===== src/rtl/porta_pad_pkg.sv =====
// Shared constants for the serial gamepad poller: bit order, keypad codes, FSM encoding,
// and the frame-commit filter.
package porta_pad_pkg;

  localparam int unsigned BIT_B      = 0;
  localparam int unsigned BIT_Y      = 1;
  localparam int unsigned BIT_SELECT = 2;
  localparam int unsigned BIT_START  = 3;
  localparam int unsigned BIT_UP     = 4;
  localparam int unsigned BIT_DOWN   = 5;
  localparam int unsigned BIT_LEFT   = 6;
  localparam int unsigned BIT_RIGHT  = 7;
  localparam int unsigned BIT_A      = 8;
  localparam int unsigned BIT_X      = 9;
  localparam int unsigned BIT_L      = 10;
  localparam int unsigned BIT_R      = 11;
  localparam int unsigned BIT_ID_LO  = 12;

  localparam int unsigned NumBits = 16;
  localparam int unsigned NumBtns = 12;

  localparam logic [3:0] KEY_START  = 4'b1101;
  localparam logic [3:0] KEY_SELECT = 4'b0111;
  localparam logic [3:0] KEY_NONE   = 4'b1111;

  typedef enum logic [2:0] {
    StIdle,
    StLatch,
    StClkLo,
    StClkHi,
    StDone
  } pad_state_e;

  function automatic logic frame_valid(input logic [NumBits-1:0] raw);
    return &raw[NumBits-1:BIT_ID_LO];
  endfunction

  // Active-low in, active-low out. A bad id forces all released; opposing directions cancel.
  function automatic logic [NumBtns-1:0] commit_btns(input logic [NumBits-1:0] raw);
    logic [NumBtns-1:0] b;
    b = '1;
    if (frame_valid(raw)) begin
      b = raw[NumBtns-1:0];
      if (!b[BIT_UP] && !b[BIT_DOWN]) begin
        b[BIT_UP]   = 1'b1;
        b[BIT_DOWN] = 1'b1;
      end
      if (!b[BIT_LEFT] && !b[BIT_RIGHT]) begin
        b[BIT_LEFT]  = 1'b1;
        b[BIT_RIGHT] = 1'b1;
      end
    end
    return b;
  endfunction

endpackage


===== src/rtl/porta_pad_mux.sv =====
// Per-player controller-line mux: joystick or keypad view of the committed buttons,
// selected by the glue's active-low commons.
module porta_pad_mux
  import porta_pad_pkg::*;
(
  input  logic [NumBtns-1:0] btn_n_i,
  input  logic               sel_key_ni,
  input  logic               sel_joy_ni,
  output logic [3:0]         line_o,
  output logic               fire_o
);

  logic unused_btns;
  assign unused_btns = ^{btn_n_i[BIT_Y], btn_n_i[BIT_X], btn_n_i[BIT_L], btn_n_i[BIT_R]};

  always_comb begin
    line_o = 4'b1111;
    fire_o = 1'b1;
    if (!sel_joy_ni && sel_key_ni) begin
      line_o = {btn_n_i[BIT_RIGHT], btn_n_i[BIT_LEFT], btn_n_i[BIT_DOWN], btn_n_i[BIT_UP]};
      fire_o = btn_n_i[BIT_B];
    end else if (!sel_key_ni && sel_joy_ni) begin
      if (!btn_n_i[BIT_START]) begin
        line_o = KEY_START;
      end else if (!btn_n_i[BIT_SELECT]) begin
        line_o = KEY_SELECT;
      end else begin
        line_o = KEY_NONE;
      end
      fire_o = btn_n_i[BIT_A];
    end
  end

endmodule


===== src/rtl/porta_pad_serial.sv =====
// Polls two SNES-style serial pads once per frame period and presents Coleco-style
// active-low controller lines for both players.
module porta_pad_serial
  import porta_pad_pkg::*;
#(
  parameter int unsigned POLL_CYCLES  = 59659,
  parameter int unsigned LATCH_CYCLES = 43,
  parameter int unsigned HALF_CYCLES  = 22
) (
  input  logic clk,
  input  logic RESETn,
  output logic PAD_LATCH,
  output logic PAD_CLK,
  input  logic PAD1_DATA,
  input  logic PAD2_DATA,
  input  logic C1_4,
  input  logic C2_4,
  input  logic C1_7,
  input  logic C2_7,
  output logic C1_0,
  output logic C1_1,
  output logic C1_2,
  output logic C1_3,
  output logic C1_5,
  output logic C1_6,
  output logic C1_8,
  output logic C2_0,
  output logic C2_1,
  output logic C2_2,
  output logic C2_3,
  output logic C2_5,
  output logic C2_6,
  output logic C2_8,
  output logic PAD1_VALID,
  output logic PAD2_VALID,
  output logic FRAME_STB
);

  localparam int unsigned FrameLen = LATCH_CYCLES + 30 * HALF_CYCLES + 1;
  localparam int unsigned PollW    = $clog2(POLL_CYCLES);
  localparam int unsigned TmrMax   = (LATCH_CYCLES > HALF_CYCLES) ? LATCH_CYCLES : HALF_CYCLES;
  localparam int unsigned TmrW     = $clog2(TmrMax) + 1;

  if (POLL_CYCLES <= FrameLen) begin : gen_poll_chk
    $error("POLL_CYCLES must exceed the frame length");
  end

  pad_state_e         state_q, state_d;
  logic [PollW-1:0]   poll_q, poll_d;
  logic [TmrW-1:0]    tmr_q, tmr_d;
  logic [3:0]         bit_q, bit_d;
  logic [NumBits-1:0] shd1_q, shd1_d, shd2_q, shd2_d;
  logic [NumBtns-1:0] btn1_q, btn1_d, btn2_q, btn2_d;
  logic               vld1_q, vld1_d, vld2_q, vld2_d;
  logic [1:0]         sync1_q, sync2_q;
  logic               poll_wrap;

  always_ff @(posedge clk or negedge RESETn) begin
    if (!RESETn) begin
      state_q <= StIdle;
      poll_q  <= '0;
      tmr_q   <= '0;
      bit_q   <= '0;
      shd1_q  <= '1;
      shd2_q  <= '1;
      btn1_q  <= '1;
      btn2_q  <= '1;
      vld1_q  <= 1'b0;
      vld2_q  <= 1'b0;
      sync1_q <= 2'b11;
      sync2_q <= 2'b11;
    end else begin
      state_q <= state_d;
      poll_q  <= poll_d;
      tmr_q   <= tmr_d;
      bit_q   <= bit_d;
      shd1_q  <= shd1_d;
      shd2_q  <= shd2_d;
      btn1_q  <= btn1_d;
      btn2_q  <= btn2_d;
      vld1_q  <= vld1_d;
      vld2_q  <= vld2_d;
      sync1_q <= {sync1_q[0], PAD1_DATA};
      sync2_q <= {sync2_q[0], PAD2_DATA};
    end
  end

  assign poll_wrap = (poll_q == PollW'(POLL_CYCLES - 1));

  always_comb begin
    state_d = state_q;
    poll_d  = poll_wrap ? '0 : poll_q + PollW'(1);
    tmr_d   = tmr_q;
    bit_d   = bit_q;
    shd1_d  = shd1_q;
    shd2_d  = shd2_q;
    btn1_d  = btn1_q;
    btn2_d  = btn2_q;
    vld1_d  = vld1_q;
    vld2_d  = vld2_q;
    unique case (state_q)
      StIdle: begin
        if (poll_wrap) begin
          state_d = StLatch;
          tmr_d   = '0;
        end
      end
      StLatch: begin
        if (tmr_q == TmrW'(LATCH_CYCLES - 1)) begin
          shd1_d[BIT_B] = sync1_q[1];
          shd2_d[BIT_B] = sync2_q[1];
          tmr_d         = '0;
          bit_d         = 4'd1;
          state_d       = StClkLo;
        end else begin
          tmr_d = tmr_q + TmrW'(1);
        end
      end
      StClkLo: begin
        if (tmr_q == TmrW'(HALF_CYCLES - 1)) begin
          tmr_d   = '0;
          state_d = StClkHi;
        end else begin
          tmr_d = tmr_q + TmrW'(1);
        end
      end
      StClkHi: begin
        if (tmr_q == TmrW'(HALF_CYCLES - 1)) begin
          shd1_d[bit_q] = sync1_q[1];
          shd2_d[bit_q] = sync2_q[1];
          tmr_d         = '0;
          if (bit_q == 4'd15) begin
            state_d = StDone;
          end else begin
            bit_d   = bit_q + 4'd1;
            state_d = StClkLo;
          end
        end else begin
          tmr_d = tmr_q + TmrW'(1);
        end
      end
      StDone: begin
        btn1_d  = commit_btns(shd1_q);
        btn2_d  = commit_btns(shd2_q);
        vld1_d  = frame_valid(shd1_q);
        vld2_d  = frame_valid(shd2_q);
        state_d = StIdle;
      end
      default: state_d = StIdle;
    endcase
  end

  assign PAD_LATCH  = (state_q == StLatch);
  assign PAD_CLK    = (state_q != StClkLo);
  assign FRAME_STB  = (state_q == StDone);
  assign PAD1_VALID = vld1_q;
  assign PAD2_VALID = vld2_q;

  logic [3:0] c1_line, c2_line;

  porta_pad_mux u_mux1 (
    .btn_n_i    (btn1_q),
    .sel_key_ni (C1_4),
    .sel_joy_ni (C1_7),
    .line_o     (c1_line),
    .fire_o     (C1_5)
  );

  porta_pad_mux u_mux2 (
    .btn_n_i    (btn2_q),
    .sel_key_ni (C2_4),
    .sel_joy_ni (C2_7),
    .line_o     (c2_line),
    .fire_o     (C2_5)
  );

  assign {C1_3, C1_2, C1_1, C1_0} = c1_line;
  assign {C2_3, C2_2, C2_1, C2_0} = c2_line;
  assign C1_6 = 1'b1;
  assign C1_8 = 1'b1;
  assign C2_6 = 1'b1;
  assign C2_8 = 1'b1;

endmodule


===== config.mk =====
export PLATFORM = sky130hd
export DESIGN_NAME = porta_pad_serial
export DESIGN_NICKNAME = d
export VERILOG_FILES = /design/src/rtl/porta_pad_pkg.sv /design/src/rtl/porta_pad_mux.sv /design/src/rtl/porta_pad_serial.sv
export SDC_FILE = /design/constraint.sdc
export NUM_CORES = 1
export LEC_CHECK = 0
export ABC_AREA = 1
export CAP_MARGIN = 20
export CORE_MARGIN = 5
export CORE_UTILIZATION = 60
export DETAILED_ROUTE_END_ITERATION = 8
export PLACE_DENSITY_LB_ADDON = 0.3
export SLEW_MARGIN = 40
export SYNTH_ARGS = -nofsm -noshare
export SYNTH_HDL_FRONTEND = slang
export SYNTH_SLANG_ARGS = --single-unit

===== constraint.sdc =====
create_clock -name clk -period 2.53 [get_ports clk]
set_clock_uncertainty 0.15 [all_clocks]
set_input_delay 0.253 -clock clk [delete_from_list [all_inputs] [get_ports clk]]
set_output_delay 0.253 -clock clk [all_outputs]
set_load 0.005 [all_outputs]

==> reports/results.tsv, run 1 <==
stage	metric	value	unit
critical_path	worstPathCellList	inv_1 > nand3_1 > inv_1 > clkdlybuf4s50_1	
timing	fin_ws	0.232	ns
die	fp.dieArea	8260	um2
synth	syn-instance-count	460	
timing	slew_violations	0	
synth	yosys.cell_types.count	35	
synth	yosysTopAreaCell	dfstp_2	
synth	synth_edf_count	0	
critical_path	slowest_stage	clkdlybuf4s50_1	
layout	drive_above_1_share	0.187	
pwr	p_per_area	487	nW/um2
critical_path	path_class	reg2out	
synth	yosysSeqAreaShare	0.498	
critical_path	r2r_setup_slack	0.56	ns
clocking	cts-root-buf	clkbuf_8	
synth	ys_warn_count	0	
synth	synth_seq_cells	76	
clocking	clkSinkCount	76	
timing	min_period	2.30	ns
grt	grt_util_all_layers	0.198	
layout	syn2layout_area_growth	11.5	%
clocking	path_clk_slew	0.08	ns
pwr	ir_worst_vdd	0.464	mV
routing	drc	0	
timing	tns	0	ns
pwr	finalPower	2.13	mW
placement	gp_congestion	0.862	
timing	fin_crit_sh	0.908	
routing	drt_first_pass_iters	5	
placement	hpwl	5250	um
layout	fillers	499	
clocking	cts_buffers	9	
critical_path	critPathLaunchType	flip-flop	
synth	synth_area_leaders	dfstp_2, dfrtp_1, nand2_1	
layout	diodes	0	
synth	ys_top_cells_by_count	nand2_1, inv_1, nor2_1, dfstp_2, nand3_1	
run_status	status	finished clean	
critical_path	required	2.13	ns
layout	nets	505	
layout	multi_input_comb_area	1620	um2
routing	wire_per_inst	12.9	um
critical_path	crit_buf_inv	3	
routing	viasPerCell	5.29	
grt	grt_max_degree	52	
routing	drt-total-wl	7330	um
timing	timing.fmax	435	MHz
flow_run	drv_cap	0	
placement	io_buffer_count	22	
critical_path	critPathTopFamily	buffers and inverters	
critical_path	r2r_start	tmr_q[1]	
grt	grt_pass1_vias	2940	
die	design.core.area	6350	um2
critical_path	crit_cells	4	
die	fp-row-count	29	
timing	worst_pin_slew	0.576	ns
timing	rsz0062_at_grt	false	
hold_path	worstHoldPathType	in2reg	
die	ios	27	
routing	drt_iter0_drc	146	
synth	netlist_area	3930	um2
synth	synth_most_common_cell	nand2_1	
layout	regArea	1960	um2
synth	synth_area_per_cell	8.54	um2
clocking	postCtsSetupRepairBufs	0	
clocking	cts_resized	0	
critical_path	cp-endpoint	FRAME_STB	
timing	setup_violations	0	
critical_path	rr_endpoint	shd2_q[13]	
critical_path	max_stage_delay	0.58	ns
timing	hold_viol_final	0	
critical_path	end_kind	output port	
pwr	leakage	1.95	nW
critical_path	crit_arrival	1.90	ns
routing	vias	3018	
synth	synthArstFlopShare	1.00	
critical_path	cp_max_fo	11	
grt	overflow	0	
placement	place_inst	553	
die	die_y	90.9	um
grt	antenna_found_initial	0	
synth	yosysTopAreaCellShare	0.294	
clocking	cts_tree	yes	
clocking	cts.hold.buffers_added	1	
synth	synth_ff_type	dfstp_2	
clocking	clockBufferDepth	2	
die	die_w	90.9	um
critical_path	startpoint	state_q[0]	
placement	place_ws	0.514	ns
grt	grt_first_pass_wirelength	13400	um
routing	antenna_left	0	
critical_path	reg2regPathDepth	8	
clocking	cts_max_level	3	
critical_path	crit_top_cell	inv_1	
timing	relSlewSlack	0.616	
clocking	clock_latency	0.36	ns
die	initial_core_util	0.619	
layout	layout.cells.non_filler	570	
[report_power, final]
group          switching (mW)  leakage (nW)  total [mW]  internal [mW]
Combinational          0.0433         0.969      0.0774         0.0341
Sequential            0.00157         0.887        1.22           1.22
Clock                   0.472        0.0896       0.832          0.360
[state kept, by name, summed over array words and instances (netlist names)]
register	cells
PAD1_VALID	1
PAD2_VALID	1
bit_q	4
btn1_q	8
btn2_q	8
poll_q	16
shd1_q	12
shd2_q	12
state_q	3
sync1_q	2
sync2_q	2
tmr_q	7
[kinds of logic after synthesis]
kind of cell | share of synthesized area
AND/OR/NAND/NOR | 0.271
other | 0.000955
AO/OA/AOI/OAI | 0.0851
XOR/XNOR | 0.0245
buffers and inverters | 0.0917
adder cells (fa/ha/maj) | 0.0287
flip-flops | 0.498
[how the worst min path moves through the flow]
stage,from,to,slack [ns],depth (start not counted)
after floorplan,RESETn,PAD1_VALID,-0.19,0
after global placement,RESETn,PAD2_VALID,0.13,1
after detailed placement,RESETn,PAD2_VALID,0.13,1
after CTS,PAD1_DATA,sync1_q[0],0.14,1
after global routing,PAD1_DATA,sync1_q[0],0.14,1
final,PAD1_DATA,sync1_q[0],0.15,1
[metrics by stage]
stage                     area (um2)   util  hold slack (ns)
after floorplan                 3940      -           -0.193
after global placement          4190  0.660            0.127
after detailed placement        4190  0.660            0.132
after CTS                       4380  0.690            0.142
after global routing            4380  0.690            0.145
final                           4380  0.690            0.153
[area by class of cell]
cell class,instances,share of cell area
flip-flops and latches,76,0.447
multi-input cells,304,0.370
inverters,71,0.0611
repair buffers,26,0.0594
clock buffers,9,0.0283
well taps,77,0.0220
clock inverters,7,0.0120
[routing by layer]
layer | vias to the layer above | global-route usage | share of wire
met4 | 0 | 0.0880 | 0.021
met2 | 42 | 0.315 | 0.47
met3 | 11 | 0.0333 | 0.037
met1 | 1440 | 0.268 | 0.47
li1 | 1525 | - | -
met5 | - | 0 | 0
[layout by cell type, fill, tap and decap left out, types with 2 or more instances in the layout]
master,synthesis,final
a21oi_1,5,5
a22oi_1,4,4
a31oi_1,5,5
buf_4,8,2
clkbuf_8,0,9
clkdlybuf4s50_1,0,21
clkinv_2,1,3
clkinv_4,0,3
conb_1,1,4
dfrtp_1,32,32
dfstp_2,44,44
ha_1,9,9
inv_1,66,66
inv_2,3,3
nand2_1,100,100
nand2_2,5,5
nand3_1,34,34
nand3_2,9,9
nand3_4,2,2
nand4_1,10,10
nor2_1,50,50
nor2_2,3,3
nor2_4,5,5
nor3_1,3,3
o21ai_0,12,12
o21ai_1,18,18
o22a_1,6,6
o22ai_1,4,4
o32a_1,2,2
xnor2_1,3,3
xor2_1,8,8
[worst register-to-register path: cells and delay by family, from the launching register on]
family                     cells  cell delay [ns]
AOI/OAI and AO/OA              1             0.23
adders and majority gates      1             0.14
buffers and inverters          2             0.14
DFF                            1             0.44
and+or+nand+nor                4             0.81
Note: power is estimated with default switching activity, not from simulation.
==> run 2, diff against run 1 <==
==> constraint.sdc (replaced) <==
create_clock -name clk -period 2.53 [get_ports clk]
set_clock_uncertainty 0.15 [all_clocks]
set_input_delay 0.253 -clock clk [delete_from_list [all_inputs] [get_ports clk]]
set_output_delay 0.253 -clock clk [all_outputs]
set_load 0.05 [all_outputs]
==> run 2 against run 1 <==
- fmax down 2.1%
- flip-flop and latch count stayed put
- cell area increased by 1.1%
- first-iteration DRC count increased by 0.68%
- setup slack worse by 0.048 ns
- total power rose by 10%
- via count grew 0.99%
==> reports/results.tsv, run 2 (synthesis results as in run 1) <==
stage	metric	value	unit	change
pwr	finalPower	2.35	mW	+10%
timing	worst_pin_slew	0.612	ns	+0.0361 ns
die	die_w	90.9	um	unchanged
critical_path	required	2.13	ns	about the same
placement	io_buffer_count	22		unchanged
routing	viasPerCell	5.35		+0.99%
layout	top_register	poll_q		
clocking	cts_tree	yes		
layout	reg_top3	poll_q: 16 flops, shd1_q: 12 flops, shd2_q: 12 flops		
die	fp-row-count	29		unchanged
layout	diodes	0		unchanged
critical_path	end_kind	output port		
timing	slew_violations	0		unchanged
clocking	cts.hold.buffers_added	1		unchanged
clocking	clkSinkCount	76		unchanged
grt	grt_first_pass_wirelength	13700	um	+1.8%
run_status	status	finished clean		
critical_path	critPathLaunchType	flip-flop		
critical_path	crit_arrival	1.94	ns	+0.04 ns
routing	drt_iter0_drc	147		+0.68%
critical_path	cp_max_fo	2		-9
timing	setup_violations	0		unchanged
routing	drt-total-wl	7500	um	+2.3%
die	fp.dieArea	8260	um2	unchanged
clocking	clock_latency	0.35	ns	about the same
layout	largest_reg_flops	16		unchanged
critical_path	worstPathCellList	inv_1 > o32a_1 > clkdlybuf4s50_1		
clocking	clockBufferDepth	2		unchanged
clocking	cts-root-buf	clkbuf_8		
timing	tns	0	ns	unchanged
grt	grt_pass1_vias	2984		+1.5%
layout	mostFrequentLayoutCells	nand2_1, inv_1, nor2_1		
critical_path	r2r_setup_slack	0.57	ns	about the same
routing	drt_first_pass_iters	7		+2
grt	grt_max_degree	51		-1.9%
timing	fin_ws	0.184	ns	-0.0483 ns
clocking	cts_max_level	3		unchanged
placement	hpwl	5450	um	+3.8%
layout	final_util	0.698		+0.00788
timing	timing.fmax	426	MHz	-2.1%
critical_path	max_stage_delay	0.70	ns	+0.12 ns
clocking	cts_buffers	9		unchanged
layout	drive_above_1_share	0.187		unchanged
grt	antenna_found_initial	0		unchanged
critical_path	slowest_stage	clkdlybuf4s50_1		
critical_path	crit_buf_inv	2		-1
layout	nets	505		unchanged
die	die_y	90.9	um	unchanged
timing	relSlewSlack	0.592		-0.0240
routing	vias	3048		+0.99%
timing	hold_viol_final	0		unchanged
flow_run	drv_cap	0		unchanged
hold_path	worstHoldPathType	in2reg		
routing	wire_per_inst	13.2	um	+2.3%
critical_path	critPathTopFamily	buffers and inverters		
critical_path	path_class	reg2out		
clocking	path_clk_slew	0.08	ns	about the same
layout	syn2layout_area_growth	12.8	%	
pwr	ir_worst_vdd	0.405	mV	-13%
timing	min_period	2.35	ns	+0.0483 ns
timing	fin_crit_sh	0.927		+0.0191
placement	gp_congestion	0.869		+0.78%
clocking	cts_resized	0		unchanged
layout	layout.cells.most_common	nand2_1		
clocking	postCtsSetupRepairBufs	0		unchanged
placement	place_ws	0.231	ns	-0.282 ns
die	design.core.area	6350	um2	unchanged
grt	grt_util_all_layers	0.199		+0.000422
timing	rsz0062_at_grt	false		
pwr	p_per_area	531	nW/um2	+9.1%
die	initial_core_util	0.619		unchanged
pwr	leakage	1.97	nW	+1.3%
routing	antenna_left	0		unchanged
die	ios	27		unchanged
routing	drc	0		unchanged
grt	overflow	0		unchanged
run 2: cell types whose count changed in the layout (fill, tap and decap cells not counted), sizes merged:
cell and change:
buf +1, clkbuf +1, clkinvlp -1, clkdlybuf4s50 -1, clkinv -2, bufinv +2
run 2: report_power, final:
part / internal (mW) / switching, mW / total (mW)
sequential: 1.22 / 0.00147 / 1.22
combinational: 0.0341 / 0.0896 / 0.124
clock: 0.558 / 0.447 / 1.01
total: 1.82 / 0.538 / 2.35
run 2: area by class of cell:
class,instances,area (um2)
clock inverters,6,88.8
fillers,471,1920
clock buffers,10,128
well taps,77,96.3
repair buffers,26,270
inverters,71,268
flip-flops and latches,76,1960
multi-input cells,304,1620
run 2: metrics by stage:
stage	hold WS (ns)	std cells	cell area [um2]
detailed placement	0.148	553	4200
CTS	0.157	570	4430
global placement	0.142	553	4200
floorplan	-0.193	463	3940
finish	0.165	570	4430
global route	0.159	570	4430
run 2: path summary, 6_finish.rpt:
path / depth (start not counted) / from / to
max: 3 / btn2_q[3] / C2_3
min: 1 / PAD2_DATA / sync2_q[0]
max reg2reg: 8 / tmr_q[1] / shd1_q[13]
min reg2reg: 0 / sync2_q[0] / sync2_q[1]
max in group asynchronous: 3 / RESETn / shd1_q[14]
min in group asynchronous: 2 / RESETn / PAD2_VALID
run 2: routing by layer:
metal / part of all wire / global-route usage / wire, um
met4: 0.014 / 0.0465 / 107
met1: 0.47 / 0.277 / 3530
met5: 0 / 0 / 0
met2: 0.47 / 0.322 / 3540
met3: 0.044 / 0.0408 / 329
==> run 3, diff against run 2 <==
--- a/config.mk
+++ b/config.mk
@@ -7,7 +7,7 @@
 export LEC_CHECK = 0
 export ABC_AREA = 1
 export CAP_MARGIN = 20
-export CORE_MARGIN = 5
+export CORE_MARGIN = 10
 export CORE_UTILIZATION = 60
 export DETAILED_ROUTE_END_ITERATION = 8
 export PLACE_DENSITY_LB_ADDON = 0.3
==> run 3 against run 2 <==
- fmax fell by 1.6%
- setup slack got worse by 0.039 ns
- final cell count fell by 0.18%
- first-iteration DRC count fell by 3.4%
- via count rose by 1.2%
- sequential share of layout area rose by 0.20 points
- die area rose by 23%
- wire length rose by 5.0%
- global-route usage fell by 3.2 points
- largest power group unchanged
- highest routed layer unchanged
==> reports/results.tsv, run 3 (synthesis results as in run 1) <==
stage	metric	value	unit	change
clocking	postCtsSetupRepairBufs	0		unchanged
die	die_w	101	um	+11%
routing	antenna_left	0		unchanged
pwr	internal-power	1.72	mW	-5.0%
grt	grt_max_degree	52		+2.0%
pwr	p_seq_frac	0.544		+0.024
die	initial_core_util	0.619		unchanged
layout	layout.cells.most_common	nand2_1		
pwr	ir_worst_vdd	0.346	mV	-14%
grt	grt_first_pass_wirelength	14100	um	+2.8%
clocking	cts_tree	yes		
clocking	clkSinkCount	76		unchanged
grt	overflow	0		unchanged
timing	rsz0062_at_grt	false		
layout	largest_reg_flops	16		unchanged
clocking	cts_buffers	9		unchanged
timing	min_period	2.39	ns	+0.0386 ns
timing	timing.fmax	419	MHz	-1.6%
critical_path	end_kind	output port		
routing	viasPerCell	5.42		+1.4%
placement	place_ws	0.201	ns	-0.0302 ns
clocking	clockBufferDepth	2		unchanged
timing	relSlewSlack	0.597		+0.00531
timing	slew_violations	0		unchanged
clocking	clock_latency	0.34	ns	about the same
die	ios	27		unchanged
routing	drt_first_pass_iters	4		-3
run_status	status	finished clean		
layout	reg_top3	poll_q: 16 flops, shd1_q: 12 flops, shd2_q: 12 flops		
critical_path	crit_arrival	1.98	ns	+0.04 ns
clocking	cts-root-buf	clkbuf_8		
layout	diodes	0		unchanged
routing	vias	3086		+1.2%
timing	hold_viol_final	0		unchanged
pwr	clkPwrFrac	0.400		-0.027
placement	hpwl	5650	um	+3.7%
clocking	cts_max_level	3		unchanged
layout	finalInstanceArea	4410	um2	-0.45%
grt	grt_util_all_layers	0.167		-0.0320
flow_run	drv_cap	0		unchanged
placement	placed_area	4200	um2	unchanged
die	fp.dieArea	10200	um2	+23%
pwr	p_per_area	510	nW/um2	-4.0%
pwr	switching_share	0.233		+0.00473
critical_path	path_class	reg2out		
clocking	path_clk_slew	0.08	ns	about the same
timing	setup_violations	0		unchanged
hold_path	worstHoldPathType	in2reg		
timing	holdWs	0.160	ns	-0.00539 ns
pwr	combPwrFrac	0.056		+0.003
layout	mostFrequentLayoutCells	nand2_1, inv_1, nor2_1		
routing	drc	0		unchanged
timing	worst_pin_slew	0.604	ns	-0.00796 ns
timing	tns	0	ns	unchanged
layout	top_register	poll_q		
critical_path	cp_max_fo	2		unchanged
pwr	power_switching	0.525	mW	-2.5%
critical_path	critPathLaunchType	flip-flop		
die	die_y	101	um	+11%
layout	syn2layout_area_growth	12.3	%	
placement	io_buffer_count	22		unchanged
timing	fin_crit_sh	0.943		+0.0152
die	design.core.area	6350	um2	unchanged
die	fp-row-count	29		unchanged
layout	nets	505		unchanged
routing	drt-total-wl	7870	um	+5.0%
timing	fin_ws	0.145	ns	-0.0386 ns
grt	antenna_found_initial	0		unchanged
placement	gp_congestion	0.883		+1.6%
routing	wire_per_inst	13.8	um	+5.2%
pwr	leakage	1.96	nW	-0.71%
routing	drt_iter0_drc	142		-3.4%
pwr	finalPower	2.25	mW	-4.4%
grt	grt_pass1_vias	3094		+3.7%
critical_path	required	2.13	ns	about the same
layout	drive_above_1_share	0.185		-0.00165
==> run 3: timing repair <==
action	CTS	global route
hold endpoints to repair	8	0
resized for setup	0	0
hold buffers	1	0
==> run 3: power groups by stage <==
stage          registers [mW]  logic (mW)  clock network [mW]
2_1_floorplan            1.25      0.0701                   0
3_3_place_gp             1.25       0.124                   0
3_5_place_dp             1.25       0.126                   0
4_1_cts                  1.22       0.127               0.920
5_1_grt                  1.22       0.135               0.964
6_report                 1.22       0.125               0.899
==> run 3: layout make-up <==
| type | instances | area [um2] |
|---|---|---|
| inverters | 71 | 268 |
| repair buffers | 26 | 270 |
| clock inverters | 2 | 16.3 |
| multi-input cells | 304 | 1620 |
| fillers | 508 | 1940 |
| well taps | 77 | 96.3 |
| flip-flops and latches | 76 | 1960 |
| clock buffers | 13 | 180 |
==> run 3: through the flow <==
step	util	std cells
4_1_cts	0.694	569
3_3_place_gp	0.662	553
6_report	0.694	569
3_5_place_dp	0.662	553
2_1_floorplan	-	463
5_1_grt	0.694	569
==> run 3: critical path, stage by stage, from the launching register on <==
cell and delay, ns:
dfstp_2 0.54, inv_1 0.05, o32a_1 0.33, clkdlybuf4s50_1 0.72
==> run 3: final timing paths <==
kind	from	end	slack, ns	depth (start not counted)
worst max register to register	tmr_q[1]	shd1_q[13]	0.55	8
worst min-delay path	PAD2_DATA	sync2_q[0]	0.16	1
max in group asynchronous	RESETn	shd2_q[14]	1.19	3
worst max-delay path	btn2_q[3]	C2_3	0.14	3
worst min register to register	sync1_q[0]	sync1_q[1]	0.21	0
min in group asynchronous	RESETn	bit_q[2]	0.31	2
==> run 3: metal layers <==
layer,vias up,share of wire,global-route usage
met5,-,0,0
met4,0,0.018,0.0547
met3,15,0.043,0.0412
met2,51,0.49,0.271
met1,1491,0.45,0.212
li1,1529,-,-
